**src/rtl/serial_adder_pkg.sv**
```systemverilog
// Shared definitions for serial_adder: FSM state encoding and bit-counter width.
package serial_adder_pkg;

    typedef enum logic [1:0] {
        IDLE = 2'd0,
        RUN  = 2'd1,
        DONE = 2'd2
    } state_t;

    // Wide enough to count WIDTH-1 for the largest legal WIDTH (32).
    localparam int CNT_W = 5;

endpackage

```
**src/rtl/adder_1bit.sv**
```systemverilog
// One-bit full adder used by serial_adder for the per-bit sum and carry.
module adder_1bit (
    input  logic a,
    input  logic b,
    input  logic cin,
    output logic s,
    output logic cout
);

    assign s    = a ^ b ^ cin;
    assign cout = (a & b) | (a & cin) | (b & cin);

endmodule

```
**src/rtl/serial_adder.sv**
```systemverilog
// Bit-serial adder/subtractor, one bit per clock, LSB first.
// Subtraction is enabled only when SERIAL_ADDER_SUB_EN is defined; otherwise sub is ignored.
module serial_adder
    import serial_adder_pkg::*;
#(
    parameter int WIDTH = 8
) (
    input  logic             clk,
    input  logic             rst,
    input  logic             start,
    input  logic [WIDTH-1:0] a,
    input  logic [WIDTH-1:0] b,
    input  logic             sub,
    output logic             busy,
    output logic             done,
    output logic [WIDTH-1:0] sum,
    output logic             cout,
    output logic             overflow,
    output logic [1:0]       dbg_state
);

    localparam logic [CNT_W-1:0] LAST_BIT = CNT_W'(WIDTH - 1);

    state_t           state;
    logic [WIDTH-1:0] a_r;
    logic [WIDTH-1:0] b_r;
    logic [WIDTH-1:0] acc;
    logic [CNT_W-1:0] cnt;
    logic             carry;
    logic             sub_r;
    logic             sub_eff;
    logic             fa_s;
    logic             fa_cout;

`ifdef SERIAL_ADDER_SUB_EN
    assign sub_eff = sub;
`else
    // Port kept for interface compatibility; add-only build never looks at it.
    logic sub_unused;
    assign sub_unused = sub;
    assign sub_eff    = 1'b0;
`endif

    assign dbg_state = state;

    // Subtraction feeds ~b with the carry preloaded to 1 (two's complement).
    adder_1bit u_fa (
        .a    (a_r[0]),
        .b    (b_r[0] ^ sub_r),
        .cin  (carry),
        .s    (fa_s),
        .cout (fa_cout)
    );

    always_ff @(posedge clk) begin
        if (rst) begin
            state    <= IDLE;
            busy     <= 1'b0;
            done     <= 1'b0;
            sum      <= '0;
            cout     <= 1'b0;
            overflow <= 1'b0;
            cnt      <= '0;
            carry    <= 1'b0;
            sub_r    <= 1'b0;
            a_r      <= '0;
            b_r      <= '0;
            acc      <= '0;
        end else begin
            case (state)
                IDLE, DONE: begin
                    done  <= 1'b0;
                    state <= IDLE;
                    if (start) begin
                        a_r   <= a;
                        b_r   <= b;
                        sub_r <= sub_eff;
                        carry <= sub_eff;
                        cnt   <= '0;
                        busy  <= 1'b1;
                        state <= RUN;
                    end
                end
                RUN: begin
                    a_r   <= a_r >> 1;
                    b_r   <= b_r >> 1;
                    carry <= fa_cout;
                    acc   <= {fa_s, acc[WIDTH-1:1]};
                    cnt   <= cnt + 1'b1;
                    // Before this edge, carry holds the carry into the MSB.
                    if (cnt == LAST_BIT) begin
                        state    <= DONE;
                        busy     <= 1'b0;
                        done     <= 1'b1;
                        sum      <= {fa_s, acc[WIDTH-1:1]};
                        cout     <= fa_cout;
                        overflow <= carry ^ fa_cout;
                    end
                end
                default: state <= IDLE;
            endcase
        end
    end

endmodule
```
**config.mk**
```make
export PLATFORM = sky130hd
export DESIGN_NAME = serial_adder
export DESIGN_NICKNAME = d
export VERILOG_FILES = /design/src/rtl/serial_adder_pkg.sv /design/src/rtl/adder_1bit.sv /design/src/rtl/serial_adder.sv
export SDC_FILE = /design/constraint.sdc
export NUM_CORES = 1
export LEC_CHECK = 0
export BUFFER_PORTS_ARGS = -buffer_cell sky130_fd_sc_hd__buf_2
export CORE_UTILIZATION = 45
export DETAILED_ROUTE_END_ITERATION = 6
export MAX_ROUTING_LAYER = met4
export PLACE_DENSITY = 0.74
export SYNTH_ARGS = -nofsm -noshare
export SYNTH_HDL_FRONTEND = slang
export SYNTH_HIERARCHICAL = 1
export SYNTH_SLANG_ARGS = --single-unit
export TNS_END_PERCENT = 10
```
**constraint.sdc**
```tcl
create_clock -name clk -period 1.4 [get_ports clk]
set_input_delay 0.07 -clock clk [delete_from_list [all_inputs] [get_ports clk]]
set_output_delay 0.07 -clock clk [all_outputs]
set_load 0.02 [all_outputs]
```
**After elaboration in Yosys (flattened, before gate mapping)**

Cells that the tools add are included.

- Input bits: 20
- Bits in registers: 44

- Bitwise logic cells: 8
- Equal/unequal tests: 5
- Reduce and logical (&&, ||, !) cells: 7
- $add $sub $neg: 1
- Muxes and demuxes: 16

Operators by type and width:

| cell | number |
|---|---|
| 8-bit one-hot mux with 2 select lines | 2 |
| 8-bit two-way mux | 2 |
| 5-bit one-hot mux with 2 select lines | 1 |
| 1-bit one-hot mux with 2 select lines | 3 |
| 2-bit AND reduction | 3 |
| 5-bit by 1-bit adder with 5-bit output (second input constant) | 1 |
| 5-bit by 3-bit == test with 1-bit output (second input constant) | 1 |
| 1-bit two-way mux | 5 |
| 5-bit two-way mux | 1 |
| 2-bit != test (second input constant) | 2 |
| 2-bit one-hot mux with 2 select lines | 1 |
| 1-bit AND | 3 |
| 3-bit AND reduction | 1 |
| 1-bit bitwise XOR | 3 |
| 2-bit by 1-bit == test with 1-bit output (second input constant) | 1 |
| 2-bit == test (second input constant) | 1 |
| 2-bit zero test | 1 |
| 2-bit two-way mux | 1 |
| 1-bit OR | 2 |
| 2-bit nonzero test | 1 |
| 2-bit OR reduction | 1 |

**Longest topological paths before layout**

Gate-level depths: netlist of run 1.

- Depth in word-level cells: 4
- Mapped depth: 5
- Mapped depth without buffers: 4

**By module**

The synthesis of run 1 kept the hierarchy.

By module, submodules not included:

| module | area an instance (µm²) | instances | cells an instance |
|---|---|---|---|
| serial_adder | 1717.9 | 1 | 196 |
| adder_1bit | 20.0 | 1 | 1 |

**Worst setup path before layout of run 1**

No wires, ideal clock.

- Path type: reg-to-reg
- Start point: reg state[1] (netlist: dbg_state[1])
- End point: reg state[0] (netlist: dbg_state[0])
- Setup slack: 0.159 ns
- Arrival time: 1.113 ns
- Stages on the path, launching flop included: 6
- Cells stage by stage: dfxtp_1 and2b_1 buf_4 buf_4 a21oi_1 nor2_1

- Longest elaborated chain between the ends: 3

RTL lines:

| item | line | source |
|---|---|---|
| from (decl) | serial_adder.sv:24 | `state_t state;` |
| from (signal assigned) | serial_adder.sv:57 | `state <= IDLE;` |
| from (signal assigned) | serial_adder.sv:73 | `state <= IDLE;` |
| from (signal assigned) | serial_adder.sv:81 | `state <= RUN;` |
| 2-bit == test / 2-bit zero test (equally long branches) | serial_adder.sv:70 | `case (state)` |
| 2-bit OR reduction | serial_adder.sv:70 |  |
| 2-bit one-hot mux with 2 select lines | serial_adder.sv:70 |  |

Several ways; a longest one is shown, not always the timed one.
A chain may end at the register's enable or synchronous reset.

**Worst setup path in the final report of run 1**

- Start point: reg cnt[1]
- End point: reg cout

- Longest elaborated chain between the ends: 2

RTL lines:

| item | line | source |
|---|---|---|
| from (decl) | serial_adder.sv:28 | `logic [CNT_W-1:0] cnt;` |
| from (signal assigned) | serial_adder.sv:89 | `cnt <= cnt + 1'b1;` |
| 5-bit by 3-bit == test with 1-bit output | serial_adder.sv:91 | `if (cnt == LAST_BIT) begin` |
| 2-bit AND reduction (no source line) | - |  |
| to (signal assigned) | serial_adder.sv:96 | `cout <= fa_cout;` |
| to (decl) | serial_adder.sv:17 | `output logic cout,` |

No other way between the ends.

==> impl_metrics.csv, run 1 <==
group,metric,value,unit
route,wl,3601,um
synthesis,synth-seq-area-share,0.4953,
final_layout,multi_input_area,777.0,um^2
final_layout,regArea,862.1,um^2
route,drtIter0Drc,53,
synthesis,ys_ff_latch,43,
route,antenna_left,0,
hold_path,hp-class,"primary input to flop",
final_layout,layout_common_cells,"dfxtp_1, a21oi_1, buf_2",
sta,hold_viol,0,
floorplan,start_util,0.4712,
sta,max_freq,783.8,MHz
critical_path,crit_fanout,10,
final_layout,areaGrowthSynthToFinish,18.86,%
synthesis,ys_warn_count,6,
sta,whs,0.01351,ns
grt,grt_overflow,0,
pwr,ir_drop,0.5402,mV
floorplan,row_count,22,
synthesis,synth.distinct_cells,30,
place,place_ws,0.07339,ns
clock_tree,cts.sink_count,43,
critical_path,required,1.57,ns
grt,grt_usage,0.2015,
place,dp.cells,274,
clock_tree,cts_root_buf,"clkbuf_8",
place,dp_hpwl,2448,um
critical_path,slowest_stage,"dfxtp_1",
pwr,power_leakage,0.7837,nW
route,drcViolationCount,0,
route,num_vias,1525,
pwr,power,2.294,mW
synthesis,synthCells,197,
synthesis,synthXorXnorAreaFrac,0.005040,
critical_path,max_stage_delay,0.40,ns
sta,setup_viol,0,
synthesis,synth_top_family_by_area,"compound AO/OA/AOI/OAI gates",
synthesis,synthMuxAreaShare,0.01296,
critical_path,arrival,1.45,ns
pwr,power.density,1111,mW/mm^2
sta,fin_crit_sh,0.9114,
route,wl_per_cell,12.81,um
clock_tree,clk_latency,0.30,ns
place,io_buffers,32,
critical_path,worst-setup-path-type,"flop to flop",
sta,max_slew_margin,0.8277,
grt,grt_pass1_vias,1407,
sta,skew,0.006983,ns
clock_tree,post-cts-setup-buffers,0,
synthesis,yosys.area_share.simple,0.1771,
final_layout,diodes,0,
clock_tree,cts_buffer_depth,2,
final_layout,fin_cells,281,
clock_tree,cts_buffers,5,
grt,grt_pass1_wl,6141,um
critical_path,cp_cell_sequence,"ha_4, nand4bb_1, buf_4, o21ai_0, a21oi_1",
floorplan,die_w,64.15,um
route,first_pass_iters,4,
grt,grt_max_degree,24,
floorplan,die-area,0.004115,mm^2
status,outcome,"finished, final reports clean",
clock_tree,ctsHtreeMaxLevel,2,
synthesis,synth-adder-area-share,0.01872,
final_layout,fillers,380,
final_layout,layout_commonest_cell,"dfxtp_1",
sta,slew_violations,0,
sta,worst_slew_pin_slew,0.2580,ns
critical_path,worst-path-buf-inv,1,
grt,antenna_found_initial,0,
critical_path,critPathLaunchType,"flop",
clock_tree,cts_tree,"built",
sta,setup_slack,0.1241,ns
sta,totalNegativeSetupSlack,0,ns
critical_path,end_kind,"flop",
place,place.gp.congestion,0.7628,
floorplan,fp.dieH,64.15,um
final_layout,nNetsFinal,256,
critical_path,critPathTopFamily,"flip-flops",
synthesis,syn_nets,219,
clock_tree,clk_pin_slew,0.08,ns
flow_run,cap_violations,0,
synthesis,avgSynthCellArea,8.822,um^2
floorplan,core_area,0.003689,mm^2
sta,period_needed,1.276,ns
synthesis,synth-compound-area-share,0.2239,
route,via_per_inst,5.427,
floorplan,io_pins,34,
sta,rsz0062_at_grt,"false",
synthesis,synth_area,0.001738,mm^2
final_layout,drive_gt1_frac,0.2575,
## tightest hold or removal path: stages
cell and delay (ns):
buf_2 0.09, nand2_1 0.05, a21oi_1 0.05
## flip-flops by register name, summed over array words and instances (netlist names)
register	count
cout	1
busy	1
cnt	5
b_r	8
sum	8
acc	7
overflow	1
done	1
a_r	8
dbg_state	2
carry	1
## path summary, 6_finish.rpt
kind / slack (ns) / from / cells after the start / to
worst max-delay path: 0.12 / cnt[1]$_SDFFE_PP0P_ / 5 / cout$_SDFFE_PP0P_
worst min-delay path: 0.01 / b[7] / 3 / b_r[7]$_SDFFE_PP0P_
worst max register to register: 0.12 / cnt[1]$_SDFFE_PP0P_ / 5 / cout$_SDFFE_PP0P_
worst min register to register: 0.47 / b_r[2]$_SDFFE_PP0P_ / 2 / b_r[2]$_SDFFE_PP0P_
## synth_stat cells, drive strengths merged
cell type	instances	area, um^2
a211oi	1	12.51
a21oi	41	205.2
a22oi	14	105.1
a311oi	1	8.760
and2b	1	7.510
and4bb	1	12.51
buf	14	96.33
clkbuf	5	20.01
dfxtp	43	860.8
fa	1	20.02
ha	1	12.51
mux2	2	22.52
nand2	20	75.07
nand2b	3	18.77
nand3	29	145.1
nand4	1	6.260
nand4bb	1	11.26
nor2	3	11.26
nor2b	1	6.260
nor3b	1	7.510
o211ai	1	7.510
o21ai	10	50.05
or3	1	6.260
xnor2	1	8.760
## power by group
group	leakage (nW)	switching [mW]	total [mW]	internal, mW
sequential	0.350	0.0280	1.29	1.27
combinational	0.397	0.150	0.258	0.108
clock	0.0361	0.412	0.744	0.331
total	0.784	0.590	2.29	1.70
## area by class of cell
cell class,instances,share of cell area
Clock buffer,5,0.03331
Timing Repair Buffer,49,0.1405
Sequential cell,43,0.4173
Multi-Input combinational cell,135,0.3761
Clock inverter,1,0.003634
Tap cell,48,0.02907
## per-stage QoR
step / util / cell area, um^2
after CTS: 0.5553 / 2048
final: 0.5600 / 2066
after global routing: 0.5600 / 2066
after detailed placement: 0.5319 / 1962
after global placement: 0.5319 / 1962
after floorplan: - / 1738
## layer usage
layer / vias up / GRT usage / wire (um)
met1: 709 / 0.2214 / 1685
met5: - / - / 0
met3: 6 / 0.06429 / 156
met2: 35 / 0.3351 / 1697
met4: 0 / 0.08611 / 61
li1: 775 / - / -
## timing repair
action | in CTS | in global routing
hold endpoints to repair | 1 | 0
gates resized for setup | 0 | 5
setup endpoints to repair | 0 | 13
hold buffers | 1 | 0
## logic make-up after synthesis
logic type | count (synthesis)
AO/OA/AOI/OAI | 68
XOR/XNOR | 1
adder cells (fa/ha/maj) | 2
buffers and inverters | 19
flip-flops | 43
multiplexers | 2
AND/OR/NAND/NOR | 62
(Power assumes the default switching activity.)
==> run 2, diff against run 1 <==
--- a/config.mk
+++ b/config.mk
@@ -6,7 +6,9 @@
 export NUM_CORES = 1
 export LEC_CHECK = 0
 export BUFFER_PORTS_ARGS = -buffer_cell sky130_fd_sc_hd__buf_2
+export CORE_MARGIN = 2
 export CORE_UTILIZATION = 45
+export CTS_BUF_LIST = sky130_fd_sc_hd__clkbuf_4 sky130_fd_sc_hd__clkbuf_8
 export DETAILED_ROUTE_END_ITERATION = 6
 export MAX_ROUTING_LAYER = met4
 export PLACE_DENSITY = 0.74
==> run 2 against run 1 <==
  * Worst setup slack got worse by 0.049 ns
  * Die area increased by 6.3%
  * Combinational power about the same
  * Routed wire length decreased by 3.7%
  * Clock skew decreased by 0.0051 ns
  * Largest cell class unchanged
  * Count of clock-buffer cells in the layout unchanged
  * Non-clock buffer count decreased by 3
==> impl_metrics.csv, run 2 (same netlist as run 1, synthesis figures left out) <==
group,metric,value,unit
sta,worst_slew_pin_slew,0.3137,ns
sta,setup_slack,0.07552,ns
floorplan,io_pins,34,
critical_path,worst-setup-path-type,"flop to flop",
sta,slew_violations,0,
sta,period_needed,1.324,ns
final_layout,fin_cells,280,
clock_tree,clk_latency,0.29,ns
route,antenna_left,0,
floorplan,row_count,22,
clock_tree,cts_tree,"built",
critical_path,max_stage_delay,0.47,ns
grt,grt_overflow,0,
place,io_buffers,32,
final_layout,layout_commonest_cell,"dfxtp_1",
sta,rsz0062_at_grt,"false",
hold_path,hold_path_end,"a_r[7]$_SDFFE_PP0P_",
critical_path,crit_fanout,3,
floorplan,start_util,0.4712,
critical_path,arrival,1.53,ns
clock_tree,cts_buffers,5,
floorplan,die_w,66.15,um
sta,max_freq,755.0,MHz
clock_tree,cts.sink_count,43,
place,dp.cells,272,
place,place.gp.congestion,0.8255,
floorplan,fp.dieH,66.15,um
clock_tree,ctsHtreeMaxLevel,2,
route,wl_per_cell,12.38,um
place,dp_hpwl,2326,um
route,first_pass_iters,4,
sta,whs,0.008091,ns
route,num_vias,1490,
status,outcome,"finished, final reports clean",
sta,fin_crit_sh,0.9461,
hold_path,hp-class,"primary input to flop",
critical_path,cp_cell_sequence,"fa_1, xnor2_1, a311oi_1",
clock_tree,cts_root_buf,"clkbuf_8",
floorplan,die-area,0.004375,mm^2
final_layout,layout_common_cells,"dfxtp_1, a21oi_1, buf_2",
route,drtIter0Drc,71,
sta,hold_viol,0,
clock_tree,cts_buffer_depth,2,
grt,grt_max_degree,31,
hold_path,hold_start,"a[7]",
grt,grt_pass1_vias,1360,
final_layout,areaGrowthSynthToFinish,19.44,%
floorplan,core_area,0.003689,mm^2
grt,grt_pass1_wl,6037,um
final_layout,final_area,0.002076,mm^2
flow_run,cap_violations,0,
final_layout,diodes,0,
critical_path,ff2ff_path_depth,3,
critical_path,critPathTopFamily,"adder cells",
grt,antenna_found_initial,0,
hold_path,hold_depth,3,
sta,skew,0.001929,ns
pwr,power.density,1121,mW/mm^2
route,drcViolationCount,0,
critical_path,regToRegStartpoint,"a_r[0]$_SDFFE_PP0P_",
grt,grt_usage,0.1836,
critical_path,end_kind,"flop",
final_layout,top_regs,"a_r: 8 flops, b_r: 8 flops, sum: 8 flops",
critical_path,r2r-end,"overflow$_SDFFE_PP0P_",
clock_tree,cts_hold_buffers,0,
pwr,ir_drop,0.7454,mV
critical_path,r2r_setup_slack,0.08,ns
route,via_per_inst,5.321,
final_layout,nNetsFinal,253,
critical_path,critPathLaunchType,"flop",
sta,setup_viol,0,
critical_path,slowest_stage,"fa_1",
critical_path,required,1.60,ns
final_layout,drive_gt1_frac,0.2586,
clock_tree,clk_pin_slew,0.08,ns
route,wl,3467,um
critical_path,worst-path-buf-inv,0,
sta,totalNegativeSetupSlack,0,ns
place,place_ws,0.07823,ns
sta,max_slew_margin,0.7909,
pwr,power_leakage,0.7806,nW
place,postPlaceCellArea,0.001972,mm^2
[run 2: through the flow]
step           utilization  total power [mW]
2_1_floorplan            -             1.495
3_3_place_gp        0.5346             1.574
3_5_place_dp        0.5346             1.577
4_1_cts             0.5587             2.349
5_1_grt             0.5628             2.434
6_report            0.5628             2.328
[run 2: timing repair]
| item | 4_1_cts | 5_1_grt |
|---|---|---|
| gates resized for setup | 0 | 7 |
| buffers inserted | 0 | 0 |
| endpoints found under the setup margin | 0 | 12 |
[run 2: how the worst max path moves through the flow]
stage,from,to,slack [ns],cells after the start
4_1_cts,cnt[0]$_SDFFE_PP0P_,overflow$_SDFFE_PP0P_,0.06,4
3_5_place_dp,cnt[0]$_SDFFE_PP0P_,cout$_SDFFE_PP0P_,0.08,5
6_report,a_r[0]$_SDFFE_PP0P_,overflow$_SDFFE_PP0P_,0.08,3
3_3_place_gp,cnt[0]$_SDFFE_PP0P_,busy$_SDFFE_PP0P_,0.13,5
2_1_floorplan,dbg_state[1]$_SDFFE_PP0P_,dbg_state[0]$_SDFFE_PP0P_,0.16,5
5_1_grt,a_r[0]$_SDFFE_PP0P_,overflow$_SDFFE_PP0P_,0.007,3
[run 2: final cells by class]
cell class	count	area, um^2
Sequential cell	43	862.1
Tap cell	48	60.06
Timing Repair Buffer	46	290.3
Fill cell	371	1613
Clock buffer	5	68.82
Multi-Input combinational cell	135	774.5
Clock inverter	3	20.02
[run 2: metal layers]
layer,GRT usage,part of all wire,vias up
li1,-,-,769
met1,0.2227,0.46,685
met2,0.2988,0.49,34
met3,0.04600,0.039,2
met4,0.06122,0.0081,0
met5,-,0,-
[run 2: worst min-delay path, stage by stage]
cell	delay (ns)
buf_2	0.09
nand2_1	0.05
a21oi_1	0.05
[run 2: power by group]
group | switching (mW) | total (mW) | leakage (nW) | internal, mW
registers | 0.0275 | 1.29 | 0.350 | 1.27
logic | 0.149 | 0.259 | 0.390 | 0.110
clock network | 0.429 | 0.776 | 0.0402 | 0.347
